<file path="src/rtl/button_conditioner.sv">
// ---------------------------------------------------------------------------
// button_conditioner
//
// Front end for the coffee-machine FSM. Each of the four raw active-low
// push-buttons is synchronised into the clk domain, debounced by its own
// small FSM, and turned into:
//   - a one-cycle press pulse when a press is accepted, plus auto-repeat
//     pulses while held for the buttons enabled in REPEAT_MASK;
//   - a debounced held level.
//
// Ports
//   clk              in   1  system clock
//   reset            in   1  synchronous, active-high reset
//   buttonWaiting    in   1  raw button, active-low, asynchronous   (bit 0)
//   buttonLeft       in   1  raw button, active-low, asynchronous   (bit 1)
//   buttonRight      in   1  raw button, active-low, asynchronous   (bit 2)
//   buttonSelection  in   1  raw button, active-low, asynchronous   (bit 3)
//   pressPulse       out  4  one-cycle press / auto-repeat pulse per button
//   heldLevel        out  4  1 while the button is accepted as pressed
//   anyPress         out  1  OR of pressPulse, registered alongside it
// ---------------------------------------------------------------------------
module button_conditioner #(
  parameter int unsigned DEBOUNCE_CYCLES = 1000000,
  parameter int unsigned REPEAT_DELAY    = 25000000,
  parameter int unsigned REPEAT_PERIOD   = 10000000,
  parameter logic [3:0]  REPEAT_MASK     = 4'b0110
) (
  input  logic       clk,
  input  logic       reset,
  input  logic       buttonWaiting,
  input  logic       buttonLeft,
  input  logic       buttonRight,
  input  logic       buttonSelection,
  output logic [3:0] pressPulse,
  output logic [3:0] heldLevel,
  output logic       anyPress
);

  localparam int NB = 4;

  // Counters are sized to hold their largest terminal value with one spare bit.
  localparam int unsigned RMAX   = (REPEAT_DELAY > REPEAT_PERIOD) ? REPEAT_DELAY : REPEAT_PERIOD;
  localparam int          CNT_W  = $clog2(DEBOUNCE_CYCLES - 1) + 1;
  localparam int          RCNT_W = $clog2(RMAX - 1) + 1;

  localparam logic [CNT_W-1:0]  CNT_ZERO  = {CNT_W{1'b0}};
  localparam logic [CNT_W-1:0]  CNT_ONE   = {{(CNT_W-1){1'b0}}, 1'b1};
  localparam logic [CNT_W-1:0]  CNT_MAX   = CNT_W'(DEBOUNCE_CYCLES - 1);
  localparam logic [RCNT_W-1:0] RCNT_ZERO = {RCNT_W{1'b0}};
  localparam logic [RCNT_W-1:0] RCNT_ONE  = {{(RCNT_W-1){1'b0}}, 1'b1};
  localparam logic [RCNT_W-1:0] RD_MAX    = RCNT_W'(REPEAT_DELAY - 1);
  localparam logic [RCNT_W-1:0] RP_MAX    = RCNT_W'(REPEAT_PERIOD - 1);

  typedef enum logic [1:0] {
    ST_RELEASED        = 2'd0,
    ST_CONFIRM_PRESS   = 2'd1,
    ST_PRESSED         = 2'd2,
    ST_CONFIRM_RELEASE = 2'd3
  } state_t;

  logic [NB-1:0]     raw_s;
  logic [NB-1:0]     sync1_q, sync1_d;
  logic [NB-1:0]     sync2_q, sync2_d;
  state_t            state_q    [NB];
  state_t            state_d    [NB];
  logic [CNT_W-1:0]  cnt_q      [NB];
  logic [CNT_W-1:0]  cnt_d      [NB];
  logic [RCNT_W-1:0] rcnt_q     [NB];
  logic [RCNT_W-1:0] rcnt_d     [NB];
  logic [NB-1:0]     repeated_q, repeated_d;  // 1 once the first auto-repeat has fired
  logic [NB-1:0]     pulse_q, pulse_d;
  logic [NB-1:0]     held_q, held_d;
  logic              any_q, any_d;

  assign raw_s      = {buttonSelection, buttonRight, buttonLeft, buttonWaiting};
  assign pressPulse = pulse_q;
  assign heldLevel  = held_q;
  assign anyPress   = any_q;

  // Next-state logic: synchroniser shift plus four independent debounce/repeat FSMs.
  always_comb begin
    sync1_d    = raw_s;
    sync2_d    = sync1_q;
    repeated_d = repeated_q;
    pulse_d    = {NB{1'b0}};
    held_d     = {NB{1'b0}};
    for (int i = 0; i < NB; i++) begin
      state_d[i] = state_q[i];
      cnt_d[i]   = cnt_q[i];
      rcnt_d[i]  = rcnt_q[i];
      case (state_q[i])
        ST_RELEASED: begin
          if (!sync2_q[i]) begin
            state_d[i] = ST_CONFIRM_PRESS;
            cnt_d[i]   = CNT_ZERO;
          end else begin
            state_d[i] = ST_RELEASED;
          end
        end
        ST_CONFIRM_PRESS: begin
          if (sync2_q[i]) begin
            state_d[i] = ST_RELEASED;
            cnt_d[i]   = CNT_ZERO;
          end else if (cnt_q[i] == CNT_MAX) begin
            state_d[i]    = ST_PRESSED;
            rcnt_d[i]     = RCNT_ZERO;
            repeated_d[i] = 1'b0;
            pulse_d[i]    = 1'b1;
          end else begin
            cnt_d[i] = cnt_q[i] + CNT_ONE;
          end
        end
        ST_PRESSED: begin
          if (sync2_q[i]) begin
            state_d[i] = ST_CONFIRM_RELEASE;
            cnt_d[i]   = CNT_ZERO;
          end else if (REPEAT_MASK[i]) begin
            // A repeat due right after another pulse (only possible with a
            // limit of 1 cycle) waits one cycle so pulses never run together.
            if (rcnt_q[i] >= (repeated_q[i] ? RP_MAX : RD_MAX)) begin
              if (!pulse_q[i]) begin
                pulse_d[i]    = 1'b1;
                rcnt_d[i]     = RCNT_ZERO;
                repeated_d[i] = 1'b1;
              end else begin
                rcnt_d[i] = rcnt_q[i];
              end
            end else begin
              rcnt_d[i] = rcnt_q[i] + RCNT_ONE;
            end
          end else begin
            rcnt_d[i] = rcnt_q[i];
          end
        end
        ST_CONFIRM_RELEASE: begin
          // A bounce back to low resumes PRESSED with rcnt untouched.
          if (!sync2_q[i]) begin
            state_d[i] = ST_PRESSED;
          end else if (cnt_q[i] == CNT_MAX) begin
            state_d[i] = ST_RELEASED;
          end else begin
            cnt_d[i] = cnt_q[i] + CNT_ONE;
          end
        end
        default: begin
          state_d[i] = ST_RELEASED;
          cnt_d[i]   = CNT_ZERO;
          rcnt_d[i]  = RCNT_ZERO;
        end
      endcase
      held_d[i] = (state_d[i] == ST_PRESSED) || (state_d[i] == ST_CONFIRM_RELEASE);
    end
    any_d = |pulse_d;
  end

  // State and output registers with synchronous reset to the released condition.
  always_ff @(posedge clk) begin
    if (reset) begin
      sync1_q    <= {NB{1'b1}};
      sync2_q    <= {NB{1'b1}};
      repeated_q <= {NB{1'b0}};
      pulse_q    <= {NB{1'b0}};
      held_q     <= {NB{1'b0}};
      any_q      <= 1'b0;
      for (int i = 0; i < NB; i++) begin
        state_q[i] <= ST_RELEASED;
        cnt_q[i]   <= CNT_ZERO;
        rcnt_q[i]  <= RCNT_ZERO;
      end
    end else begin
      sync1_q    <= sync1_d;
      sync2_q    <= sync2_d;
      repeated_q <= repeated_d;
      pulse_q    <= pulse_d;
      held_q     <= held_d;
      any_q      <= any_d;
      for (int i = 0; i < NB; i++) begin
        state_q[i] <= state_d[i];
        cnt_q[i]   <= cnt_d[i];
        rcnt_q[i]  <= rcnt_d[i];
      end
    end
  end

endmodule
</file>
<file path="config.mk">
export PLATFORM = sky130hd
export DESIGN_NAME = button_conditioner
export DESIGN_NICKNAME = d
export VERILOG_FILES = /design/src/rtl/button_conditioner.sv
export SDC_FILE = /design/constraint.sdc
export NUM_CORES = 1
export LEC_CHECK = 0
export BUFFER_PORTS_ARGS = -buffer_cell sky130_fd_sc_hd__buf_2
export CAP_MARGIN = 10
export CORE_MARGIN = 3
export CORE_UTILIZATION = 53
export CTS_CLUSTER_DIAMETER = 120
export CTS_CLUSTER_SIZE = 40
export DETAILED_ROUTE_END_ITERATION = 7
export HOLD_SLACK_MARGIN = 0.02
export PLACE_DENSITY = 0.68
export SLEW_MARGIN = 10
export SYNTH_ARGS = -nofsm -noshare
export SYNTH_HDL_FRONTEND = slang
export SYNTH_SLANG_ARGS = --single-unit
</file>
<file path="constraint.sdc">
create_clock -name clk -period 3.2 [get_ports clk]
set_input_delay 0.64 -clock clk [delete_from_list [all_inputs] [get_ports clk]]
set_output_delay 0.64 -clock clk [all_outputs]
set_load 0.05 [all_outputs]
</file>
### After elaboration in Yosys (flattened, before gate mapping)

Memories as Yosys holds them, arrays and structs flattened.
Cells that the tools add are included.

| word-level totals | value |
|---|---|
| register bits after elaboration | 19 |
| bits in latches | 0 |
| memory bits (writable) | 196 |
| bits in read-only memories | 0 |
| input port bits | 6 |
| word-level logic and storage cells | 202 |
| memories kept | 3 |

Memory list:

| memory | words | bits a word | rd ports | clocked after memory_dff | wr ports | line | RTL |
|---|---|---|---|---|---|---|---|
| rcnt_q | 4 | 26 | 2 | 0 | 4 | 68 | `logic [RCNT_W-1:0] rcnt_q [NB];` |
| cnt_q | 4 | 21 | 4 | 0 | 4 | 66 | `logic [CNT_W-1:0] cnt_q [NB];` |
| state_q | 4 | 2 | 4 | 0 | 4 | 64 | `state_t state_q [NB];` |

| operators by class | value |
|---|---|
| add/subtract/negate cells | 6 |
| multiply operators | 0 |
| divide/modulo/power cells | 0 |
| $lt $le $gt $ge | 2 |
| eq/ne operators | 40 |
| shift operators | 0 |
| muxes and demuxes | 117 |
| bitwise gates (word level) | 12 |
| reduce and logical (&&, ||, !) cells | 15 |

Operators with widths:

| operator | number |
|---|---|
| $mux 26 | 20 |
| $mux 21 | 24 |
| $pmux 21 s4 | 4 |
| $pmux 26 s2 | 2 |
| $add 21x1->21 const B | 4 |
| $eq 21x20->1 const B | 4 |
| $add 26x1->26 const B | 2 |
| $ge 26x25->1 | 2 |
| $mux 25 | 2 |
| $mux 2 | 24 |
| $mux 1 | 33 |
| $eq 2x2->1 const B | 16 |
| $pmux 2 s4 | 4 |
| $ne 2x2->1 const B | 12 |
| $or 1x1->1 | 12 |
| $reduce_and 6->1 | 2 |
| $eq 2x1->1 const B | 4 |
| $logic_not 2->1 | 4 |
| $pmux 1 s2 | 4 |
| $reduce_and 4->1 | 2 |
| $ne 3x3->1 const B | 2 |
| $logic_or 1x1->1 | 4 |
| $reduce_bool 2->1 | 2 |
| $reduce_or 4->1 | 1 |
| $ne 1x1->1 const B | 2 |

### Depth between registers and ports, before layout

An unclocked memory read counts as a cell.

| depth | value |
|---|---|
| depth in word-level cells | 7 |
| depth in mapped cells | 10 |
| depth with buffers taken out | 8 |

### Worst setup path after synthesis

No wires, ideal clock.

| path | value |
|---|---|
| kind | register to register |
| from | register repeated_q[1] |
| to | register any_q (netlist: anyPress) |
| arrival | 2.530 ns |
| required time | 3.066 ns |
| slack | 0.536 ns |
| stages on the path, launching flop included | 9 |
| buffers on the path | 0 |
| path through | dfxtp_1 inv_1 ha_1 a21o_1 a211oi_1 and2_1 a311oi_1 o21ba_1 or4_1 |

| between the ends | value |
|---|---|
| longest elaborated chain between the ends | 6 |

RTL lines:

| item | line | RTL |
|---|---|---|
| start: declaration | 70 | `logic [NB-1:0] repeated_q, repeated_d;` |
| start signal: assignment | 161 | `repeated_q <= {NB{1'b0}};` |
| start signal: assignment | 173 | `repeated_q <= repeated_d;` |
| $mux 25 | 120 | `if (rcnt_q[i] >= (repeated_q[i] ? RP_MAX : RD_MAX)) begin` |
| $ge 26x25->1 | 120 |  |
| $mux 1 | 120 |  |
| $mux 1 | 114 | `if (sync2_q[i]) begin` |
| $pmux 1 s2 | 91 | `case (state_q[i])` |
| $reduce_or 4->1 | 153 | `any_d = \|pulse_d;` |
| end signal: assignment | 176 | `any_q <= any_d;` |
| end: declaration | 73 | `logic any_q, any_d;` |

Every way passes these cells.
A chain may end at the register's enable or synchronous reset.

==> run summary <==
• 8233 — total number of vias
• 3520 ps — CP required
• 16700 um2 — Core Region
• 780 ps — Largest stage delay, worst path
• 0 — grt ovf
• 13800 um — placed wire-length estimate after detailed placement
• 3.25 mW — P_int
• 0 — Setup Buffers After CTS
• 440 ps — worst-skew pair later-pin latency
• 2 — buffering stage count on the worst path with inverters included
• 71 — pin count of the biggest net entering global routing
• 1110 — Cells after Synth
• register to register — Crit Path Category
• 23.4% — switching share of power
• completed — run status
• rcnt_q[1][13] — endpoint of the worst-slack reg-to-reg timing path
• 35400 um — wire length of the first global-routing pass
• 0 ps — Fin Setup TNS
• 0 — synth warn
• 19 — highest net fanout along the worst path
• 35.6% — fraction of the yosys area taken by sequential cells
• 2830 ps — final critical delay including setup and external delays
• 54.5% — initial standard-cell utilization of the core
• 7390 — vias in the first global route
• 15.4 um — Wirelength per Cell
• 18800 um2 — Die Footprint
• yes — TritonCTS clock tree
• 10.0 ps — Worst Clk Skew
• 17 — number of buffers added by the clock tree synthesis step
• 353 MHz — f_max
• 5 — DRT Pass-1 Iters
• 9100 um2 — Cell Area, Synth
• register — sort of element at the end of the critical path
• 0 — max-slew violation count
• 0.995 mW — Net Sw Power
• input port to register — worst hold path class
• 137 um — overall die width
• 72 — number of distinct library cells after synthesis
• 88.4% — final clock period utilization by the worst path
• sync1_q[3] — hold endpoint
• compound AO/OA/AOI/OAI gates — cell family with most CP delay
• 22.7% — overall global routing resource usage
• 137 um — Die H
• 48.0% — Reg power frac
• 0% — async set or reset register ratio after synthesis
• 0 — number of flops mapped to enable cells by yosys
• 1525 — fill cell total of the finished layout
• 0 — CTS resizes
• 20700 um — Total Wirelength
• 0.825 — weighted congestion reported at the end of routability-driven placement
• sky130_fd_sc_hd__dfxtp_1 — leading cell type in the layout, fill and taps excluded
• 425 nW/um2 — PD cells
• 0 — ANT nets after route
• 1154 — net total in the final layout
• 47 — count of standard-cell rows
• 0 — antenna violations before repair
• 0 — MaxCap Viol Count
• repeated_q[1] — crit path from
• register — startpoint types
• 2 — Max Buffers Root-to-Sink
• buf_4 > inv_1 > ha_1 > nand4_1 > nor4_1 > a22oi_1 > a31oi_2 > nor4bb_1 > a221o_1 — Critical Path, Cell by Cell
• 32.0% — worst slew margin relative to its limit
• 8.20 um2 — syn_area_per_cell
• 15 — Ports
• 162 — number of synthesized register bits
• 1020 ps — actual transition at the worst max-transition pin
• 0 — Hold Vio Cnt, Final
• 0 — setup-violating endpoint count in the final report
• 370 ps — slack of the worst reg-to-reg path
• 668 — number of design-rule violations left by the first detailed-router iteration
• 6.14 — ratio of routed vias to standard cells
• 48.5% — part of the power in the clock network
• 3.5% — Comb pwr share
• 3150 ps — arrival time at the worst endpoint
• 14 — Port Buf Inserts
• 162 — number of sinks on the clock net
• sky130_fd_sc_hd__a31oi_2 — Slowest-stage cell, CP
• 0 — count of inserted antenna diode cells
• 0.388 mV — worst supply voltage drop on vdd
• buttonSelection — hold_sp
• sky130_fd_sc_hd__dfxtp_1 — flip-flop cell with the highest count after synthesis
• 9 — logic depth of the worst register-to-register path
• sky130_fd_sc_hd__dfxtp_1 (162), sky130_fd_sc_hd__nor2_1 (116), sky130_fd_sc_hd__nand2_1 (78) — top library cells by usage in the layout, fill and taps aside
• 8.56% — proportion of layout cells with a drive suffix above 1
• 9.69% — relative area change from synthesis to final layout
• 70 ps — clock transition at the register clock pins on the worst setup and hold paths after CTS
• 1156 — number of nets in the synthesized netlist
• 3.32 nW — leakage power
• 0 — number of remaining DRC errors
• 4 — number of levels in the clock H-tree
• 0 — hold_buf cts
• false — RSZ-0062 raised after global routing
• repeated_q[1] — Reg-to-Reg Start
• 9980 um2 — final instance area
• sky130_fd_sc_hd__clkbuf_16 — clock tree root buffer cell
• 9390 um2 — cell area reported after detailed placement
• 2 — Worst Hold Path Cells
## logic make-up after synthesis
group / synth area share [%]
simple gates: 30.5
compound gates: 18.7
flops: 35.6
buf+inv: 3.89
xor+xnor: 5.01
fa+ha+maj: 5.50
mux: 0.701
## power groups by stage
stage	registers, mW	clock network (mW)	logic [mW]
after floorplan	2.08	0	0.111
after global placement	2.08	0	0.148
after detailed placement	2.08	0	0.148
after CTS	2.04	2.11	0.149
after global routing	2.04	2.19	0.165
final	2.04	2.06	0.148
## metrics by stage
step / util, % / worst slack [ps] / power, mW / cells / hold slack [ps]
floorplan: - / 536 / 2.19 / 1110 / 389
detailed placement: 56.2 / 390 / 2.23 / 1309 / 401
CTS: 59.8 / 370 / 4.30 / 1341 / 370
finish: 59.8 / 370 / 4.25 / 1341 / 387
global placement: 56.2 / 426 / 2.23 / 1309 / 393
global route: 59.8 / 141 / 4.40 / 1341 / 370
## cell type report
class | count | area, um2 | area share (%)
tap | 220 | 275 | 2.76
clock inverter | 14 | 154 | 1.54
sequential | 162 | 3240 | 32.5
multi-input combinational | 859 | 5510 | 55.2
inverter | 35 | 131 | 1.32
clock buffer | 18 | 439 | 4.40
timing repair buffer | 33 | 225 | 2.26
## metal layers
metal  track usage [%]  share of wire (%)  wire, um
met5                 0                  0         0
met4              6.60                1.1       222
met2              34.4                 45      9260
met1              32.3                 50     10300
met3              5.07                4.3       887
## cells in the mapped netlist (all sizes together) (10+ instances only)
library cell	n	area, um2
dfxtp	162	3240
nor2	117	442
nand2	78	293
o21ai	64	320
nand3	54	270
nor3	45	230
nand4	41	257
ha	40	500
nor4	40	269
clkbuf	38	143
a21oi	37	189
xnor2	36	315
inv	35	131
a31oi	26	169
and3	26	163
a311oi	21	184
o22a	18	158
a211oi	17	128
buf	16	80.1
xor2	16	140
or2	14	87.6
and2	13	81.3
or3	12	75.1
nand3b	11	82.6
nor2b	10	62.6
## how the worst max path moves through the flow
stage                         end  slack (ps)  cells after the start
detailed placement  rcnt_q[1][24]         390                      9
floorplan                anyPress         540                      8
global placement    rcnt_q[1][13]         430                      9
global route        rcnt_q[1][13]         140                      9
finish              rcnt_q[1][13]         370                      9
CTS                 rcnt_q[1][24]         370                      9
## state kept, by name, summed over array words and instances, names as in the netlist
register	cells
sync1_q	4
anyPress	1
state_q	7
pressPulse	4
sync2_q	4
repeated_q	2
cnt_q	84
rcnt_q	52
heldLevel	4
Power figures use the tool's default switching activity.
